==> src/rtl/alu_secuencial.sv <==
// Sequential ALU: single-cycle add/sub, WIDTH-cycle shift-add multiply and restoring divide.
// Results and flags are registered and change only on the edge that enters DONE.
module alu_secuencial #(
  parameter int WIDTH = 32
) (
  input  logic             clk,
  input  logic             rst,
  input  logic             start,
  input  logic [1:0]       opCode,
  input  logic [WIDTH-1:0] a,
  input  logic [WIDTH-1:0] b,
  input  logic             ci,
  output logic [WIDTH-1:0] out,
  output logic [WIDTH-1:0] resto,
  output logic             busy,
  output logic             done,
  output logic             negativo,
  output logic             cero,
  output logic             acarreo,
  output logic             desbordamiento
);

  localparam int CW = $clog2(WIDTH + 1);

  localparam logic [1:0] OP_ADD = 2'b00;
  localparam logic [1:0] OP_SUB = 2'b01;
  localparam logic [1:0] OP_MUL = 2'b10;

  typedef enum logic [1:0] {IDLE, RUN, DONE} state_t;

  state_t           state_q, state_d;
  logic [CW-1:0]    cnt_q, cnt_d;
  logic [1:0]       op_q, op_d;
  logic [WIDTH-1:0] b_q, b_d;
  logic [WIDTH-1:0] hi_q, hi_d;
  logic [WIDTH-1:0] lo_q, lo_d;
  logic [WIDTH-1:0] out_q, out_d;
  logic [WIDTH-1:0] resto_q, resto_d;
  logic             busy_q, busy_d;
  logic             done_q, done_d;
  logic             neg_q, neg_d;
  logic             cero_q, cero_d;
  logic             carry_q, carry_d;
  logic             ovf_q, ovf_d;

  logic [WIDTH:0]   add_res, sub_res, mul_sum, div_shift, div_trial;
  logic             div_ge;
  logic [WIDTH-1:0] hi_n, lo_n;

  // One iteration of the datapath. hi/lo hold {partial product, multiplier}
  // for mul and {partial remainder, dividend/quotient} for div.
  always_comb begin
    add_res   = {1'b0, a} + {1'b0, b} + {{WIDTH{1'b0}}, ci};
    sub_res   = {1'b0, a} - {1'b0, b};
    mul_sum   = {1'b0, hi_q} + (lo_q[0] ? {1'b0, b_q} : {(WIDTH+1){1'b0}});
    div_shift = {hi_q, lo_q[WIDTH-1]};
    div_trial = div_shift - {1'b0, b_q};
    div_ge    = (div_shift >= {1'b0, b_q});
    if (op_q == OP_MUL) begin
      hi_n = mul_sum[WIDTH:1];
      lo_n = {mul_sum[0], lo_q[WIDTH-1:1]};
    end else begin
      hi_n = div_ge ? div_trial[WIDTH-1:0] : div_shift[WIDTH-1:0];
      lo_n = {lo_q[WIDTH-2:0], div_ge};
    end
  end

  always_comb begin
    state_d = state_q;
    cnt_d   = cnt_q;
    op_d    = op_q;
    b_d     = b_q;
    hi_d    = hi_q;
    lo_d    = lo_q;
    out_d   = out_q;
    resto_d = resto_q;
    carry_d = carry_q;
    ovf_d   = ovf_q;
    case (state_q)
      IDLE: begin
        if (start) begin
          op_d  = opCode;
          b_d   = b;
          hi_d  = '0;
          lo_d  = a;
          cnt_d = '0;
          if (opCode == OP_ADD) begin
            state_d = DONE;
            out_d   = add_res[WIDTH-1:0];
            resto_d = '0;
            carry_d = add_res[WIDTH];
            ovf_d   = (a[WIDTH-1] == b[WIDTH-1]) && (add_res[WIDTH-1] != a[WIDTH-1]);
          end else if (opCode == OP_SUB) begin
            state_d = DONE;
            out_d   = sub_res[WIDTH-1:0];
            resto_d = '0;
            carry_d = ~sub_res[WIDTH];
            ovf_d   = (a[WIDTH-1] != b[WIDTH-1]) && (sub_res[WIDTH-1] != a[WIDTH-1]);
          end else begin
            state_d = RUN;
          end
        end
      end
      RUN: begin
        hi_d  = hi_n;
        lo_d  = lo_n;
        cnt_d = cnt_q + 1'b1;
        if (cnt_q == CW'(WIDTH - 1)) begin
          state_d = DONE;
          out_d   = lo_n;
          resto_d = (op_q == OP_MUL) ? '0 : hi_n;
          carry_d = (op_q == OP_MUL) ? (|hi_n) : 1'b0;
          // Divide by zero falls out of the restoring loop as quotient all-ones, remainder a.
          ovf_d   = (op_q != OP_MUL) && (b_q == '0);
        end
      end
      DONE:    state_d = IDLE;
      default: state_d = IDLE;
    endcase
    neg_d  = out_d[WIDTH-1];
    cero_d = (out_d == '0);
    busy_d = (state_d != IDLE);
    done_d = (state_d == DONE);
  end

  always_ff @(posedge clk) begin
    if (rst) begin
      state_q <= IDLE;
      cnt_q   <= '0;
      op_q    <= '0;
      b_q     <= '0;
      hi_q    <= '0;
      lo_q    <= '0;
      out_q   <= '0;
      resto_q <= '0;
      busy_q  <= 1'b0;
      done_q  <= 1'b0;
      neg_q   <= 1'b0;
      cero_q  <= 1'b0;
      carry_q <= 1'b0;
      ovf_q   <= 1'b0;
    end else begin
      state_q <= state_d;
      cnt_q   <= cnt_d;
      op_q    <= op_d;
      b_q     <= b_d;
      hi_q    <= hi_d;
      lo_q    <= lo_d;
      out_q   <= out_d;
      resto_q <= resto_d;
      busy_q  <= busy_d;
      done_q  <= done_d;
      neg_q   <= neg_d;
      cero_q  <= cero_d;
      carry_q <= carry_d;
      ovf_q   <= ovf_d;
    end
  end

  assign out            = out_q;
  assign resto          = resto_q;
  assign busy           = busy_q;
  assign done           = done_q;
  assign negativo       = neg_q;
  assign cero           = cero_q;
  assign acarreo        = carry_q;
  assign desbordamiento = ovf_q;

endmodule

==> config.mk <==
export PLATFORM = sky130hd
export DESIGN_NAME = alu_secuencial
export DESIGN_NICKNAME = d
export VERILOG_FILES = /design/src/rtl/alu_secuencial.sv
export SDC_FILE = /design/constraint.sdc
export NUM_CORES = 1
export LEC_CHECK = 0
export CORE_MARGIN = 2
export CORE_UTILIZATION = 52
export CTS_BUF_LIST = sky130_fd_sc_hd__clkbuf_8
export DETAILED_ROUTE_END_ITERATION = 10
export PLACE_DENSITY = 0.74
export REMOVE_ABC_BUFFERS = 1
export SKIP_LAST_GASP = 1
export SLEW_MARGIN = 20
export SYNTH_ARGS = -nofsm -noshare
export SYNTH_HDL_FRONTEND = slang
export SYNTH_SLANG_ARGS = --single-unit
export TNS_END_PERCENT = 20
==> constraint.sdc <==
create_clock -name clk -period 4.25 [get_ports clk]
set_input_delay 0.85 -clock clk [delete_from_list [all_inputs] [get_ports clk]]
set_output_delay 0.85 -clock clk [all_outputs]
set_load 0.01 [all_outputs]
==> results of run 1 <==
-- registers in the layout, summed over array words and instances (netlist names) --
| name | cells |
|---|---|
| b_q | 32 |
| lo_q | 32 |
| state_q | 2 |
| cero | 1 |
| done | 1 |
| acarreo | 1 |
| cnt_q | 6 |
| out | 32 |
| hi_q | 32 |
| resto | 32 |
| op_q | 2 |
| desbordamiento | 1 |
| busy | 1 |
-- report_power, final --
group          internal (mW)  switching, mW  leakage [nW]
Sequential              1.74          0.113          1.43
Clock                  0.482          0.727         0.193
Combinational           1.31           1.58          7.05
Total                   3.53           2.42          8.67
-- cells in the mapped netlist (14+ instances only) --
cell,instances,share of area
sky130_fd_sc_hd__nand2_1,278,0.066
sky130_fd_sc_hd__a21oi_1,235,0.074
sky130_fd_sc_hd__nor2_1,215,0.051
sky130_fd_sc_hd__dfxtp_1,175,0.22
sky130_fd_sc_hd__ha_1,128,0.10
sky130_fd_sc_hd__inv_1,117,0.028
sky130_fd_sc_hd__o21ai_0,116,0.037
sky130_fd_sc_hd__clkbuf_1,104,0.025
sky130_fd_sc_hd__a211oi_1,59,0.028
sky130_fd_sc_hd__nand3_1,54,0.017
sky130_fd_sc_hd__mux2i_1,47,0.030
sky130_fd_sc_hd__nor3_1,46,0.015
sky130_fd_sc_hd__xnor2_1,46,0.025
sky130_fd_sc_hd__a22oi_1,36,0.017
sky130_fd_sc_hd__and2_1,36,0.014
sky130_fd_sc_hd__and3_1,36,0.014
sky130_fd_sc_hd__xor2_1,33,0.018
sky130_fd_sc_hd__a21o_1,31,0.015
sky130_fd_sc_hd__nor2b_1,31,0.012
sky130_fd_sc_hd__nor4_1,22,0.0087
sky130_fd_sc_hd__o211ai_1,22,0.010
sky130_fd_sc_hd__o31ai_1,21,0.010
sky130_fd_sc_hd__a31oi_1,20,0.0079
sky130_fd_sc_hd__nand4_1,19,0.0075
sky130_fd_sc_hd__o21bai_1,19,0.0090
sky130_fd_sc_hd__o21a_1,18,0.0085
sky130_fd_sc_hd__nand2b_1,14,0.0055
-- timing repair --
action	CTS	global route
gates resized for setup	4	53
hold buffers	0	0
pin swaps	3	27
hold endpoints to repair	0	0
endpoints found under the setup margin	2	5
setup buffers	1	5
-- critical path, stage by stage --
cell	delay, ns
sky130_fd_sc_hd__clkdlybuf4s50_1	0.48
sky130_fd_sc_hd__inv_1	0.05
sky130_fd_sc_hd__ha_1	0.42
sky130_fd_sc_hd__inv_1	0.11
sky130_fd_sc_hd__buf_4	0.16
sky130_fd_sc_hd__o211ai_1	0.14
sky130_fd_sc_hd__a21oi_1	0.13
sky130_fd_sc_hd__nor3_2	0.35
sky130_fd_sc_hd__buf_4	0.17
sky130_fd_sc_hd__or3_1	0.09
sky130_fd_sc_hd__o311a_1	0.19
sky130_fd_sc_hd__o311ai_2	0.16
sky130_fd_sc_hd__nor4_2	0.32
sky130_fd_sc_hd__buf_4	0.15
sky130_fd_sc_hd__nand4_1	0.18
sky130_fd_sc_hd__nor4_2	0.26
sky130_fd_sc_hd__nand4_1	0.14
sky130_fd_sc_hd__nor4_2	0.26
-- final timing paths --
| check | start | endpoint | slack, ns | cells after the start |
|---|---|---|---|---|
| worst max register to register | b_q[0] | acarreo | 0.10 | 16 |
| worst max-delay path | b[5] | cero | 0.05 | 18 |
| worst min-delay path | resto[21] | resto[21] | 0.46 | 2 |
| worst min register to register | resto[21] | resto[21] | 0.46 | 2 |
-- layout make-up --
type | instances | area share
multi-input cells | 1777 | 0.5716
clock inverters | 15 | 0.007524
inverters | 119 | 0.02202
clock buffers | 17 | 0.01153
flip-flops and latches | 175 | 0.1731
well taps | 390 | 0.02405
repair buffers | 464 | 0.1901
-- per-layer routing --
metal | track usage | wire, um | vias up
met3 | 0.06522 | 5351 | 145
met2 | 0.6324 | 28800 | 927
li1 | - | - | 8639
met1 | 0.4781 | 25130 | 8570
met4 | 0.1606 | 2394 | 0
met5 | 0 | 0 | -
-- metrics by stage --
| stage | total power, mW | worst slack, ns | cell area (sq um) | std cells | util |
|---|---|---|---|---|---|
| after floorplan | 3.361 | -3.707 | 15290 | 2071 | - |
| after global placement | 4.597 | -0.8032 | 19620 | 2920 | 0.6586 |
| after detailed placement | 4.624 | -0.8516 | 19620 | 2920 | 0.6586 |
| after CTS | 5.826 | -0.009583 | 20030 | 2953 | 0.6722 |
| after global routing | 6.226 | -0.08372 | 20290 | 2957 | 0.6809 |
| final | 5.950 | 0.05358 | 20290 | 2957 | 0.6809 |
-- kinds of logic (layout without fill, tap and decap cells) --
| group | Yosys count | after routing |
|---|---|---|
| AND/OR/NAND/NOR | 813 | 813 |
| AO/OA/AOI/OAI | 691 | 691 |
| buffers and inverters | 252 | 615 |
| flip-flops | 175 | 175 |
| adder cells (fa/ha/maj) | 133 | 133 |
| XOR/XNOR | 79 | 79 |
| multiplexers | 61 | 61 |
==> out/results.ini, run 1 <==
[setup_path]
timing.critical_path.to_type=flop
required_ns=4.67
setup.worst_path.class=input port to flop
critPathLaunchType=input port
path_max_fanout=6
worstPathArrival_ns=4.61

[synthesis]
synth_async_sr_flop_share=0
syn-mean-instance-area_sq_um=7.185
synth-seq-cells=175
post_synth_fa_ha_maj_area_fraction=0.1075
mappedNetlistArea_sq_um=15840
edff_count_synth=0
synth_top_flop_cell=sky130_fd_sc_hd__dfxtp_1
ys.warnings.count=0
post_synth_inst_count=2204
sequential_element_share_of_the_synthesized_area=0.2212
synth_compound_gate_area_share=0.2835
synth_top_family_by_area=compound AO/OA/AOI/OAI gates
synthesized_area_fraction_occupied_by_xor_and_xnor_cells=0.04369
netlist-cell-type-count=97
mux_share_of_post_synthesis_cell_area=0.03990
post_synth_and_or_nand_nor_area_fraction=0.2418

[cts]
cts.sink_count=175
clock_tree_from_tritoncts=built
htree_num_levels=4
clkTransAtPathRegs_ns=0.11
clk-insertion-delay-late_ns=0.50
cts-root-buf=sky130_fd_sc_hd__clkbuf_8
cts-buffers-inserted=17
max-clock-path-buffers=2

[sta]
achievable-frequency_mhz=238.3
tightestPinTransition_ns=0.8165
final-hold-violation-count=0
holdWs_ns=0.4573
max_slew_vio_count=0
rsz0062_at_grt=yes
finClkSkew_ns=0.01997
timing.max_slew.rel_slack=0.4557
post-route-period-util=0.9874
finalCriticalPeriod_ns=4.196
timing.final.setup_violations=0
fin_tns_setup_ns=0

[global_route]
first_global_vias=17217
grt_antenna_before_repair=0
grt_first_pass_wirelength_um=93700
grt_overflow=0
grt_max_degree=70
global_route.usage.total=0.3782

[floorplanning]
dieHeight_um=178.5
floorplan.die_area_sq_um=31870
floorplan.core_area_sq_um=29800
std_cell_rows=63
io-pin-count=140
initial_utilization=0.5315
fp.dieW_um=178.5

[layout]
regArea_sq_um=3512
multi_input_comb_area_sq_um=11600
synthToLayoutAreaGrowth_pct=28.10
fraction_of_final_layout_cells_sized_beyond_drive_strength_1=0.1776
commonest_non_fill_non_tap_cell_in_the_layout=sky130_fd_sc_hd__buf_4
mostFrequentLayoutCells=sky130_fd_sc_hd__buf_4 (323), sky130_fd_sc_hd__nand2_1 (278), sky130_fd_sc_hd__a21oi_1 (231)
fin_nets=2757
antenna_cells_inserted=0
num-fill-cells=2640

[outcome]
status=finished, final reports clean

[pwr]
cellLeakagePower_nw=8.673
irDropWorstVdd_uv=210.2
cellPowerDensity_nw_per_um2=293.3

[drt]
antenna_violating_nets_post_route=0
detail_route.drc_violations=0
num_vias=18281
wl_per_cell_um=20.86
drt_wl_total_um=61680
avgViaCountPerCell=6.182
drt_iter0_markers=1901
first_pass_iters=8

[min_path]
worstHoldPathType=flop to flop

[placed_design]
number_of_port_buffers=139
place_congestion=1.013
dp.final_hpwl_um=47430

[flow_run]
timing.max_cap.violations=0

No activity file was read; power rests on OpenSTA's default activity.
==> inputs of run 2 (changes only) <==
--- a/config.mk
+++ b/config.mk
@@ -8,6 +8,7 @@
 export CORE_MARGIN = 2
 export CORE_UTILIZATION = 52
 export CTS_BUF_LIST = sky130_fd_sc_hd__clkbuf_8
+export CTS_CLUSTER_DIAMETER = 50
 export DETAILED_ROUTE_END_ITERATION = 10
 export PLACE_DENSITY = 0.74
 export REMOVE_ABC_BUFFERS = 1
==> results of run 2 <==
Same layout as run 1: the final DEF is identical, and so are final timing and power.
